==> src/rtl/fpu_pkg.sv <==
// ----------------------------------------------------------------------------
// fpu_pkg
// Shared definitions for the FPU add/subtract scheduler slice.
//   FP_WIDTH     : IEEE-754 double width (64)
//   NUM_PORTS    : number of requesters sharing the datapath (2)
//   FPU_OP_ADD/SUB : op encoding carried on req_op / dp_op
//   port_tag_t   : identifies the requester an operation belongs to
//   issue_t      : contents of the issue register feeding the datapath
// ----------------------------------------------------------------------------
package fpu_pkg;

   localparam int FP_WIDTH  = 64;
   localparam int NUM_PORTS = 2;

   localparam logic FPU_OP_ADD = 1'b0;
   localparam logic FPU_OP_SUB = 1'b1;

   typedef logic port_tag_t;

   typedef struct packed {
      logic                op;
      port_tag_t           tag;
      logic [FP_WIDTH-1:0] a;
      logic [FP_WIDTH-1:0] b;
   } issue_t;

   // Tag of a one-hot two-port grant vector.
   function automatic port_tag_t grant_to_tag(input logic [NUM_PORTS-1:0] grant);
      return port_tag_t'(grant[1]);
   endfunction

endpackage

==> src/rtl/fpu_addsub_sched_if.sv <==
// ----------------------------------------------------------------------------
// fpu_addsub_sched_if
// Bundles the requester handshakes, the response path and the shared
// datapath connection of fpu_addsub_sched.
//   req_*   : per-port request (valid/ready, op, 64-bit operands packed per port)
//   resp_*  : per-port response (valid/ready, result, ovf/unf flags)
//   dp_*    : operands to and results from the shared add/sub datapath
//   exc_sticky / exc_clear : sticky exception flags, only present when
//                            FPU_SCHED_EXC_STICKY_EN is defined
// Modports:
//   slave  : the scheduler's view
//   master : the surrounding logic (requesters plus datapath)
// ----------------------------------------------------------------------------
interface fpu_addsub_sched_if;
   import fpu_pkg::*;

   logic [NUM_PORTS-1:0]          req_valid;
   logic [NUM_PORTS-1:0]          req_ready;
   logic [NUM_PORTS-1:0]          req_op;
   logic [NUM_PORTS*FP_WIDTH-1:0] req_a;
   logic [NUM_PORTS*FP_WIDTH-1:0] req_b;

   logic [NUM_PORTS-1:0]          resp_valid;
   logic [NUM_PORTS-1:0]          resp_ready;
   logic [NUM_PORTS*FP_WIDTH-1:0] resp_result;
   logic [NUM_PORTS-1:0]          resp_ovf;
   logic [NUM_PORTS-1:0]          resp_unf;

   logic                          dp_valid;
   logic                          dp_op;
   logic [FP_WIDTH-1:0]           dp_a;
   logic [FP_WIDTH-1:0]           dp_b;
   logic [FP_WIDTH-1:0]           dp_result;
   logic                          dp_ovf;
   logic                          dp_unf;

`ifdef FPU_SCHED_EXC_STICKY_EN
   logic [1:0]                    exc_sticky;
   logic                          exc_clear;

   modport slave (
      input  req_valid, req_op, req_a, req_b, resp_ready,
      input  dp_result, dp_ovf, dp_unf, exc_clear,
      output req_ready, resp_valid, resp_result, resp_ovf, resp_unf,
      output dp_valid, dp_op, dp_a, dp_b, exc_sticky
   );

   modport master (
      output req_valid, req_op, req_a, req_b, resp_ready,
      output dp_result, dp_ovf, dp_unf, exc_clear,
      input  req_ready, resp_valid, resp_result, resp_ovf, resp_unf,
      input  dp_valid, dp_op, dp_a, dp_b, exc_sticky
   );
`else
   modport slave (
      input  req_valid, req_op, req_a, req_b, resp_ready,
      input  dp_result, dp_ovf, dp_unf,
      output req_ready, resp_valid, resp_result, resp_ovf, resp_unf,
      output dp_valid, dp_op, dp_a, dp_b
   );

   modport master (
      output req_valid, req_op, req_a, req_b, resp_ready,
      output dp_result, dp_ovf, dp_unf,
      input  req_ready, resp_valid, resp_result, resp_ovf, resp_unf,
      input  dp_valid, dp_op, dp_a, dp_b
   );
`endif

endinterface

==> src/rtl/fpu_rr_arbiter.sv <==
// ----------------------------------------------------------------------------
// fpu_rr_arbiter
// Two-way round-robin arbiter with a 1-bit "last granted" pointer.
//   clk, rst      : clock, asynchronous active-high reset
//   eligible_i    : per-port eligibility (request valid and port not busy)
//   grant_o       : one-hot grant (all zero when nobody is eligible)
//   grant_tag_o   : index of the granted port
//   grant_any_o   : a grant is issued this cycle
// The pointer resets to 1 so that port 0 wins the first contested cycle.
// Every grant is an accept, because only eligible (valid) ports are granted.
// ----------------------------------------------------------------------------
module fpu_rr_arbiter
   import fpu_pkg::*;
(
   input  logic                 clk,
   input  logic                 rst,
   input  logic [NUM_PORTS-1:0] eligible_i,
   output logic [NUM_PORTS-1:0] grant_o,
   output port_tag_t            grant_tag_o,
   output logic                 grant_any_o
);

   port_tag_t last_q;
   port_tag_t last_d;

   always_comb begin
      grant_o = '0;
      case (eligible_i)
         2'b01:   grant_o = 2'b01;
         2'b10:   grant_o = 2'b10;
         // Contested: the port that did not win last time goes first.
         2'b11:   grant_o = last_q ? 2'b01 : 2'b10;
         default: grant_o = 2'b00;
      endcase
      grant_any_o = |grant_o;
      grant_tag_o = grant_to_tag(grant_o);
      last_d      = grant_any_o ? grant_tag_o : last_q;
   end

   always_ff @(posedge clk or posedge rst) begin
      if (rst) begin
         last_q <= 1'b1;
      end else begin
         last_q <= last_d;
      end
   end

endmodule

==> src/rtl/fpu_addsub_sched.sv <==
// ----------------------------------------------------------------------------
// fpu_addsub_sched
// Shares one double-precision add/subtract datapath between two requesters.
// Requests are arbitrated round-robin, registered into an issue register that
// drives the datapath, tracked through its fixed latency and returned to the
// originating port with the datapath's overflow/underflow flags.
//   clk, rst    : clock, asynchronous active-high reset
//   bus (slave) : request, response and datapath signals, see
//                 fpu_addsub_sched_if
// Parameters:
//   DP_LATENCY  : cycles from dp_valid to dp_result (0 = combinational)
// Optional feature (macro FPU_SCHED_EXC_STICKY_EN): bus.exc_sticky collects
// {unf, ovf} of every captured result until bus.exc_clear; a flag arriving in
// the clearing cycle survives the clear.
// ----------------------------------------------------------------------------
module fpu_addsub_sched
   import fpu_pkg::*;
#(
   parameter int DP_LATENCY = 0
) (
   input  logic               clk,
   input  logic               rst,
   fpu_addsub_sched_if.slave  bus
);

   // ------------------------------------------------------------------
   // Arbitration
   // ------------------------------------------------------------------
   logic [NUM_PORTS-1:0] busy_all;
   logic [NUM_PORTS-1:0] eligible;
   logic [NUM_PORTS-1:0] grant;
   port_tag_t            grant_tag;
   logic                 grant_any;

   assign eligible = bus.req_valid & ~busy_all;

   fpu_rr_arbiter u_arb (
      .clk         (clk),
      .rst         (rst),
      .eligible_i  (eligible),
      .grant_o     (grant),
      .grant_tag_o (grant_tag),
      .grant_any_o (grant_any)
   );

   // req_ready is the grant itself, so it follows req_valid combinationally.
   assign bus.req_ready = grant;

   // ------------------------------------------------------------------
   // Issue register
   // ------------------------------------------------------------------
   logic [FP_WIDTH-1:0] req_a_port [NUM_PORTS];
   logic [FP_WIDTH-1:0] req_b_port [NUM_PORTS];

   genvar gi;
   generate
      for (gi = 0; gi < NUM_PORTS; gi++) begin : g_unpack
         assign req_a_port[gi] = bus.req_a[gi*FP_WIDTH +: FP_WIDTH];
         assign req_b_port[gi] = bus.req_b[gi*FP_WIDTH +: FP_WIDTH];
      end
   endgenerate

   issue_t issue_q;
   issue_t issue_d;
   logic   dp_valid_q;
   logic   dp_valid_d;

   always_comb begin
      issue_d    = issue_q;
      dp_valid_d = grant_any;
      if (grant_any) begin
         issue_d.op  = bus.req_op[grant_tag];
         issue_d.tag = grant_tag;
         issue_d.a   = req_a_port[grant_tag];
         issue_d.b   = req_b_port[grant_tag];
      end
   end

   always_ff @(posedge clk or posedge rst) begin
      if (rst) begin
         issue_q    <= '0;
         dp_valid_q <= 1'b0;
      end else begin
         issue_q    <= issue_d;
         dp_valid_q <= dp_valid_d;
      end
   end

   assign bus.dp_valid = dp_valid_q;
   assign bus.dp_op    = issue_q.op;
   assign bus.dp_a     = issue_q.a;
   assign bus.dp_b     = issue_q.b;

   // ------------------------------------------------------------------
   // Latency tracker: {valid, tag} travels alongside the datapath so the
   // result can be steered to its owner when it appears.
   // ------------------------------------------------------------------
   logic      emerge_valid;
   port_tag_t emerge_tag;

   generate
      if (DP_LATENCY == 0) begin : g_trk_comb
         assign emerge_valid = dp_valid_q;
         assign emerge_tag   = issue_q.tag;
      end else begin : g_trk_pipe
         logic      [DP_LATENCY-1:0] trk_valid_q;
         port_tag_t                  trk_tag_q [DP_LATENCY];

         always_ff @(posedge clk or posedge rst) begin
            if (rst) begin
               // Clearing the valids is what makes results still inside the
               // datapath at reset time invisible afterwards.
               trk_valid_q <= '0;
               for (int k = 0; k < DP_LATENCY; k++) begin
                  trk_tag_q[k] <= 1'b0;
               end
            end else begin
               trk_valid_q[0] <= dp_valid_q;
               trk_tag_q[0]   <= issue_q.tag;
               for (int k = 1; k < DP_LATENCY; k++) begin
                  trk_valid_q[k] <= trk_valid_q[k-1];
                  trk_tag_q[k]   <= trk_tag_q[k-1];
               end
            end
         end

         assign emerge_valid = trk_valid_q[DP_LATENCY-1];
         assign emerge_tag   = trk_tag_q[DP_LATENCY-1];
      end
   endgenerate

   // ------------------------------------------------------------------
   // Per-port busy flag and response register. A port stays busy until its
   // response is taken, so a held response can never be overwritten and the
   // datapath never needs to stall.
   // ------------------------------------------------------------------
   logic [NUM_PORTS-1:0]          resp_valid_all;
   logic [NUM_PORTS-1:0]          resp_ovf_all;
   logic [NUM_PORTS-1:0]          resp_unf_all;
   logic [NUM_PORTS*FP_WIDTH-1:0] resp_result_all;

   generate
      for (gi = 0; gi < NUM_PORTS; gi++) begin : g_port
         logic                capture;
         logic                handshake;
         logic                busy_q,       busy_d;
         logic                resp_valid_q, resp_valid_d;
         logic [FP_WIDTH-1:0] result_q,     result_d;
         logic                ovf_q,        ovf_d;
         logic                unf_q,        unf_d;

         assign capture   = emerge_valid && (emerge_tag == port_tag_t'(gi));
         assign handshake = resp_valid_q & bus.resp_ready[gi];

         always_comb begin
            busy_d       = busy_q;
            resp_valid_d = resp_valid_q;
            result_d     = result_q;
            ovf_d        = ovf_q;
            unf_d        = unf_q;
            // Grant needs !busy and a handshake needs busy, so at most one
            // of these fires in a given cycle.
            if (grant[gi]) begin
               busy_d = 1'b1;
            end else if (handshake) begin
               busy_d = 1'b0;
            end
            if (capture) begin
               resp_valid_d = 1'b1;
               result_d     = bus.dp_result;
               ovf_d        = bus.dp_ovf;
               unf_d        = bus.dp_unf;
            end else if (handshake) begin
               resp_valid_d = 1'b0;
            end
         end

         always_ff @(posedge clk or posedge rst) begin
            if (rst) begin
               busy_q       <= 1'b0;
               resp_valid_q <= 1'b0;
               result_q     <= '0;
               ovf_q        <= 1'b0;
               unf_q        <= 1'b0;
            end else begin
               busy_q       <= busy_d;
               resp_valid_q <= resp_valid_d;
               result_q     <= result_d;
               ovf_q        <= ovf_d;
               unf_q        <= unf_d;
            end
         end

         assign busy_all[gi]                                = busy_q;
         assign resp_valid_all[gi]                          = resp_valid_q;
         assign resp_ovf_all[gi]                            = ovf_q;
         assign resp_unf_all[gi]                            = unf_q;
         assign resp_result_all[gi*FP_WIDTH +: FP_WIDTH]    = result_q;
      end
   endgenerate

   assign bus.resp_valid  = resp_valid_all;
   assign bus.resp_ovf    = resp_ovf_all;
   assign bus.resp_unf    = resp_unf_all;
   assign bus.resp_result = resp_result_all;

   // ------------------------------------------------------------------
   // Sticky exception flags
   // ------------------------------------------------------------------
`ifdef FPU_SCHED_EXC_STICKY_EN
   logic [1:0] exc_sticky_q;
   logic [1:0] exc_sticky_d;

   always_comb begin
      exc_sticky_d = bus.exc_clear ? 2'b00 : exc_sticky_q;
      // Applied after the clear so a same-cycle flag is not lost.
      if (emerge_valid) begin
         exc_sticky_d = exc_sticky_d | {bus.dp_unf, bus.dp_ovf};
      end
   end

   always_ff @(posedge clk or posedge rst) begin
      if (rst) begin
         exc_sticky_q <= 2'b00;
      end else begin
         exc_sticky_q <= exc_sticky_d;
      end
   end

   assign bus.exc_sticky = exc_sticky_q;
`endif

endmodule

==> src/flat_wrapper.sv <==
// flat-port wrapper written by rule: the top's interface ports become plain ports
module fpu_addsub_sched_flat import fpu_pkg::*;
#(
   parameter int DP_LATENCY = 0
)
  (clk, rst, bus_req_valid, bus_req_op, bus_req_a, bus_req_b, bus_resp_ready, bus_dp_result, bus_dp_ovf, bus_dp_unf, bus_req_ready, bus_resp_valid, bus_resp_result, bus_resp_ovf, bus_resp_unf, bus_dp_valid, bus_dp_op, bus_dp_a, bus_dp_b);
  fpu_addsub_sched_if bus_i ();
  input  logic clk;
  input  logic rst;
  input wire logic [$bits(bus_i.req_valid)-1:0] bus_req_valid;
  input wire logic [$bits(bus_i.req_op)-1:0] bus_req_op;
  input wire logic [$bits(bus_i.req_a)-1:0] bus_req_a;
  input wire logic [$bits(bus_i.req_b)-1:0] bus_req_b;
  input wire logic [$bits(bus_i.resp_ready)-1:0] bus_resp_ready;
  input wire logic [$bits(bus_i.dp_result)-1:0] bus_dp_result;
  input wire logic [$bits(bus_i.dp_ovf)-1:0] bus_dp_ovf;
  input wire logic [$bits(bus_i.dp_unf)-1:0] bus_dp_unf;
  output wire logic [$bits(bus_i.req_ready)-1:0] bus_req_ready;
  output wire logic [$bits(bus_i.resp_valid)-1:0] bus_resp_valid;
  output wire logic [$bits(bus_i.resp_result)-1:0] bus_resp_result;
  output wire logic [$bits(bus_i.resp_ovf)-1:0] bus_resp_ovf;
  output wire logic [$bits(bus_i.resp_unf)-1:0] bus_resp_unf;
  output wire logic [$bits(bus_i.dp_valid)-1:0] bus_dp_valid;
  output wire logic [$bits(bus_i.dp_op)-1:0] bus_dp_op;
  output wire logic [$bits(bus_i.dp_a)-1:0] bus_dp_a;
  output wire logic [$bits(bus_i.dp_b)-1:0] bus_dp_b;
  assign bus_i.req_valid = bus_req_valid;
  assign bus_i.req_op = bus_req_op;
  assign bus_i.req_a = bus_req_a;
  assign bus_i.req_b = bus_req_b;
  assign bus_i.resp_ready = bus_resp_ready;
  assign bus_i.dp_result = bus_dp_result;
  assign bus_i.dp_ovf = bus_dp_ovf;
  assign bus_i.dp_unf = bus_dp_unf;
  assign bus_req_ready = bus_i.req_ready;
  assign bus_resp_valid = bus_i.resp_valid;
  assign bus_resp_result = bus_i.resp_result;
  assign bus_resp_ovf = bus_i.resp_ovf;
  assign bus_resp_unf = bus_i.resp_unf;
  assign bus_dp_valid = bus_i.dp_valid;
  assign bus_dp_op = bus_i.dp_op;
  assign bus_dp_a = bus_i.dp_a;
  assign bus_dp_b = bus_i.dp_b;
  fpu_addsub_sched #(.DP_LATENCY(DP_LATENCY)) u_core (.clk(clk), .rst(rst), .bus(bus_i));
endmodule
==> config.mk <==
export PLATFORM = sky130hd
export DESIGN_NAME = fpu_addsub_sched_flat
export DESIGN_NICKNAME = d
export VERILOG_FILES = /design/src/rtl/fpu_pkg.sv /design/src/rtl/fpu_addsub_sched_if.sv /design/src/rtl/fpu_rr_arbiter.sv /design/src/rtl/fpu_addsub_sched.sv /design/src/flat_wrapper.sv
export SDC_FILE = /design/constraint.sdc
export NUM_CORES = 1
export LEC_CHECK = 0
export ABC_CLOCK_PERIOD_IN_PS = 10830
export BUFFER_PORTS_ARGS = -buffer_cell sky130_fd_sc_hd__buf_2
export CAP_MARGIN = 20
export CORE_AREA = 2 2 232 234
export DETAILED_ROUTE_END_ITERATION = 8
export DIE_AREA = 0 0 234 236
export PLACE_DENSITY = 0.54
export SLEW_MARGIN = 20
export SYNTH_ARGS = -nofsm -noshare
export SYNTH_HDL_FRONTEND = slang
export SYNTH_SLANG_ARGS = --single-unit
==> constraint.sdc <==
create_clock -name clk -period 10.83 [get_ports clk]
set_input_delay 2.166 -clock clk [delete_from_list [all_inputs] [get_ports clk]]
set_output_delay 2.166 -clock clk [all_outputs]
set_load 0.02 [all_outputs]
==> impl_metrics.toml <==
[floorplan]
die_x_um = 234
start_util_pct = 20.8
pin_count = 596
die_area_mm2 = 0.0552
die_y_um = 236
num_rows = 85
core_mm2 = 0.0531

[detailed_routing]
wirelength_um = 37100
num_vias = 8777
drt_first_pass_iters = 4
drc = 0
wl_per_cell_um = 18.3
drt_iter0_drc = 351
vias_per_cell = 4.32
drtAntennaViolNets = 0

[synthesis]
synthMostInstantiatedCell = "dfrtp_1"
synth_area_mm2 = 0.0110
synth_simple_gate_area_share_pct = 8.02
synth_edf_count = 0
yosysUniqueCellTypes = 21
synthArstFlopShare_pct = 100
synth_top_family_by_area = "multiplexers"
synth_compound_area_share_pct = 13.4
synth_seq_area_share_pct = 60.7
yosys_warnings = 0
yosys_register_bits = 268
avgSynthCellArea_um2 = 14.5
netlist.area_leader.share_pct = 60.5
synth_top_area_cell = "dfrtp_1"
synthMuxAreaShare_pct = 13.5
syn_nets = 1090
netlist_top_cells_count = "dfrtp_1 (267), mux2_2 (132), or3_1 (129)"
synth_area_leaders = "dfrtp_1 (60%), mux2_2 (13%), o221a_1 (7.8%), or3_1 (7.3%), o221a_2 (5.3%)"
synthAdderAreaFrac_pct = 0
synthCells = 760
synth-main-ff-cell = "dfrtp_1"
synth-xor-area-share_pct = 0

[timing]
period_needed_ns = 5.32
slew-limit-headroom_pct = 33.7
setup_viol = 0
slew_viol_final = 0
fin_skew_ns = 0.00948
rsz0062_at_grt = "false"
finalCritPeriodShare_pct = 49.1
tns_ns = 0
fmax_ghz = 0.188
finalHoldViolCount = 0
tightest_slew_ns = 0.995

[power_and_ir_drop]
p_per_area_mw_per_mm2 = 332
p_leak_nw = 6.97
vdd_drop_max_uv = 110

[final_layout]
layout-drive-gt1-share_pct = 62.9
utilization_pct = 29.2
regArea_mm2 = 0.00671
multiInputGateArea_mm2 = 0.00390
nets = 1645
stdcell_count = 2031
fillers = 5494
syn2layout_area_growth_pct = 40.5

[clocking]
tritoncts = "yes"
ctsRootBufferMaster = "clkbuf_16"
insertion_delay_ns = 0.55
cts_sinks = 268
postCtsHoldBufs = 0
cts_resized = 0
clk_pin_slew_ns = 0.06
cts_setup_buffers = 0
htreeDepth = 1
numCtsBuffers = 29
clockBufferDepth = 3

[placement]
hpwl_um = 26800
gp_congestion = 0.817
place_inst = 1980
io_buffer_count = 595

[critical_path]
rr_startpoint = "u_core.g_port[1].busy_q$_DFFE_PP0P_"
regToRegEndpoint = "u_core.bus.dp_a[33]$_DFFE_PP0P_"
cp-start-kind = "input pin"
path_class = "input pin to output port"
crit_path_end_kind = "output port"
cp_slowest_cell = "nor2_1"
reg2reg_depth = 5
crit_family = "simple AND/OR/NAND/NOR gates"
cp_max_fo = 10
path_cells = "buf_2 -> nand2b_4 -> nor2_1 -> buf_2"
crit_top_cell = "buf_2"
slowest_delay_ns = 0.47
required_ns = 8.66
arrival_ns = 3.15
reg2reg_slack_ns = 8.14
path_buf_inv = 2

[hold_path]
hold_path_class = "flop to flop"
whs_endpoint = "u_core.g_port[1].result_q[55]$_DFFE_PP0P_"
min_from = "u_core.g_port[1].result_q[55]$_DFFE_PP0P_"
whs_path_depth = 1

[flow_run]
max-cap-violations = 0

[grt]
grt_start_max_net_pins = 135
grt_first_pass_wirelength_um = 55000
first_global_vias = 9075
antenna_found_initial = 6
grtUsageTotal_pct = 12.8
grt-ovfl-total = 0

[status]
run_status = "complete, no violations"
[how the worst max path moves through the flow]
stage / cells after the start / start / end / slack [ns]
floorplan: 1 / rst / u_core.bus.dp_a[0]$_DFFE_PP0P_ / 1.28
global placement: 4 / bus_req_valid[0] / bus_req_ready[0] / 5.48
detailed placement: 4 / bus_req_valid[0] / bus_req_ready[0] / 5.50
CTS: 4 / bus_req_valid[0] / bus_req_ready[0] / 5.50
global route: 4 / bus_req_valid[0] / bus_req_ready[0] / 5.45
finish: 4 / bus_req_valid[0] / bus_req_ready[0] / 5.51
[flip-flops by register name, summed over array words and instances, names as in the netlist]
signal / flops
u_core.g_port.result_q: 128
u_core.g_port.ovf_q: 2
u_core.g_port.unf_q: 2
u_core.g_port.resp_valid_q: 2
u_core.emerge_tag: 1
u_core.bus.dp_b: 64
u_core.bus.dp_a: 64
u_core.bus.dp_op: 1
u_core.g_port.busy_q: 2
u_core.u_arb.last_q: 1
u_core.bus.dp_valid: 1
[routing by layer]
layer	GRT usage [%]	vias to the layer above	wire (um)
li1	-	4017	-
met1	15.7	4269	14800
met2	21.7	426	17700
met3	3.68	57	3680
met4	3.74	8	918
met5	0	-	54
[logic make-up after synthesis]
family,after synthesis
flops,268
simple gates,143
compound gates,133
mux,133
buf+inv,83
[cells in the final DEF, fill, tap and decap left out]
master,instances
inv_8,1
nand2b_4,1
mux2i_1,1
clkbuf_16,29
diode_2,4
dfstp_2,1
nor2b_4,1
clkinv_2,2
buf_6,2
o221a_1,77
o221a_2,52
o21ai_0,1
a21o_1,2
inv_1,3
dfrtp_1,267
nand2b_1,1
clkbuf_1,5
nor3b_4,1
nand2_4,2
buf_4,6
mux2_2,132
buf_2,595
nand2_1,6
clkinvlp_4,1
a21o_4,1
nor2b_1,1
nor2_1,1
clkbuf_8,6
bufinv_16,4
or3_1,129
[power by group]
group / internal, W / switching, W / total [W]
Clock: 0.000620 / 0.000395 / 0.00101
Sequential: 0.00151 / 0.000283 / 0.00179
Combinational: 0.000975 / 0.00137 / 0.00234
[area by class of cell]
cell class | instances | area share, %
inverters | 4 | 0.145
well taps | 696 | 5.61
flip-flops and latches | 268 | 43.2
multi-input cells | 409 | 25.1
diodes | 4 | 0.0645
repair buffers | 603 | 19.6
clock buffers | 40 | 5.33
clock inverters | 7 | 0.887
[metrics by stage]
stage          hold WS (ns)  setup WS, ns  instance area (um2)  power, W
2_1_floorplan         0.469          1.28                11000   0.00334
3_3_place_gp          0.482          5.48                14500   0.00414
3_5_place_dp          0.487          5.50                14500   0.00419
4_1_cts               0.501          5.50                15500   0.00523
5_1_grt               0.507          5.45                15500   0.00546
6_report              0.495          5.51                15500   0.00515
(Power assumes the default switching activity.)
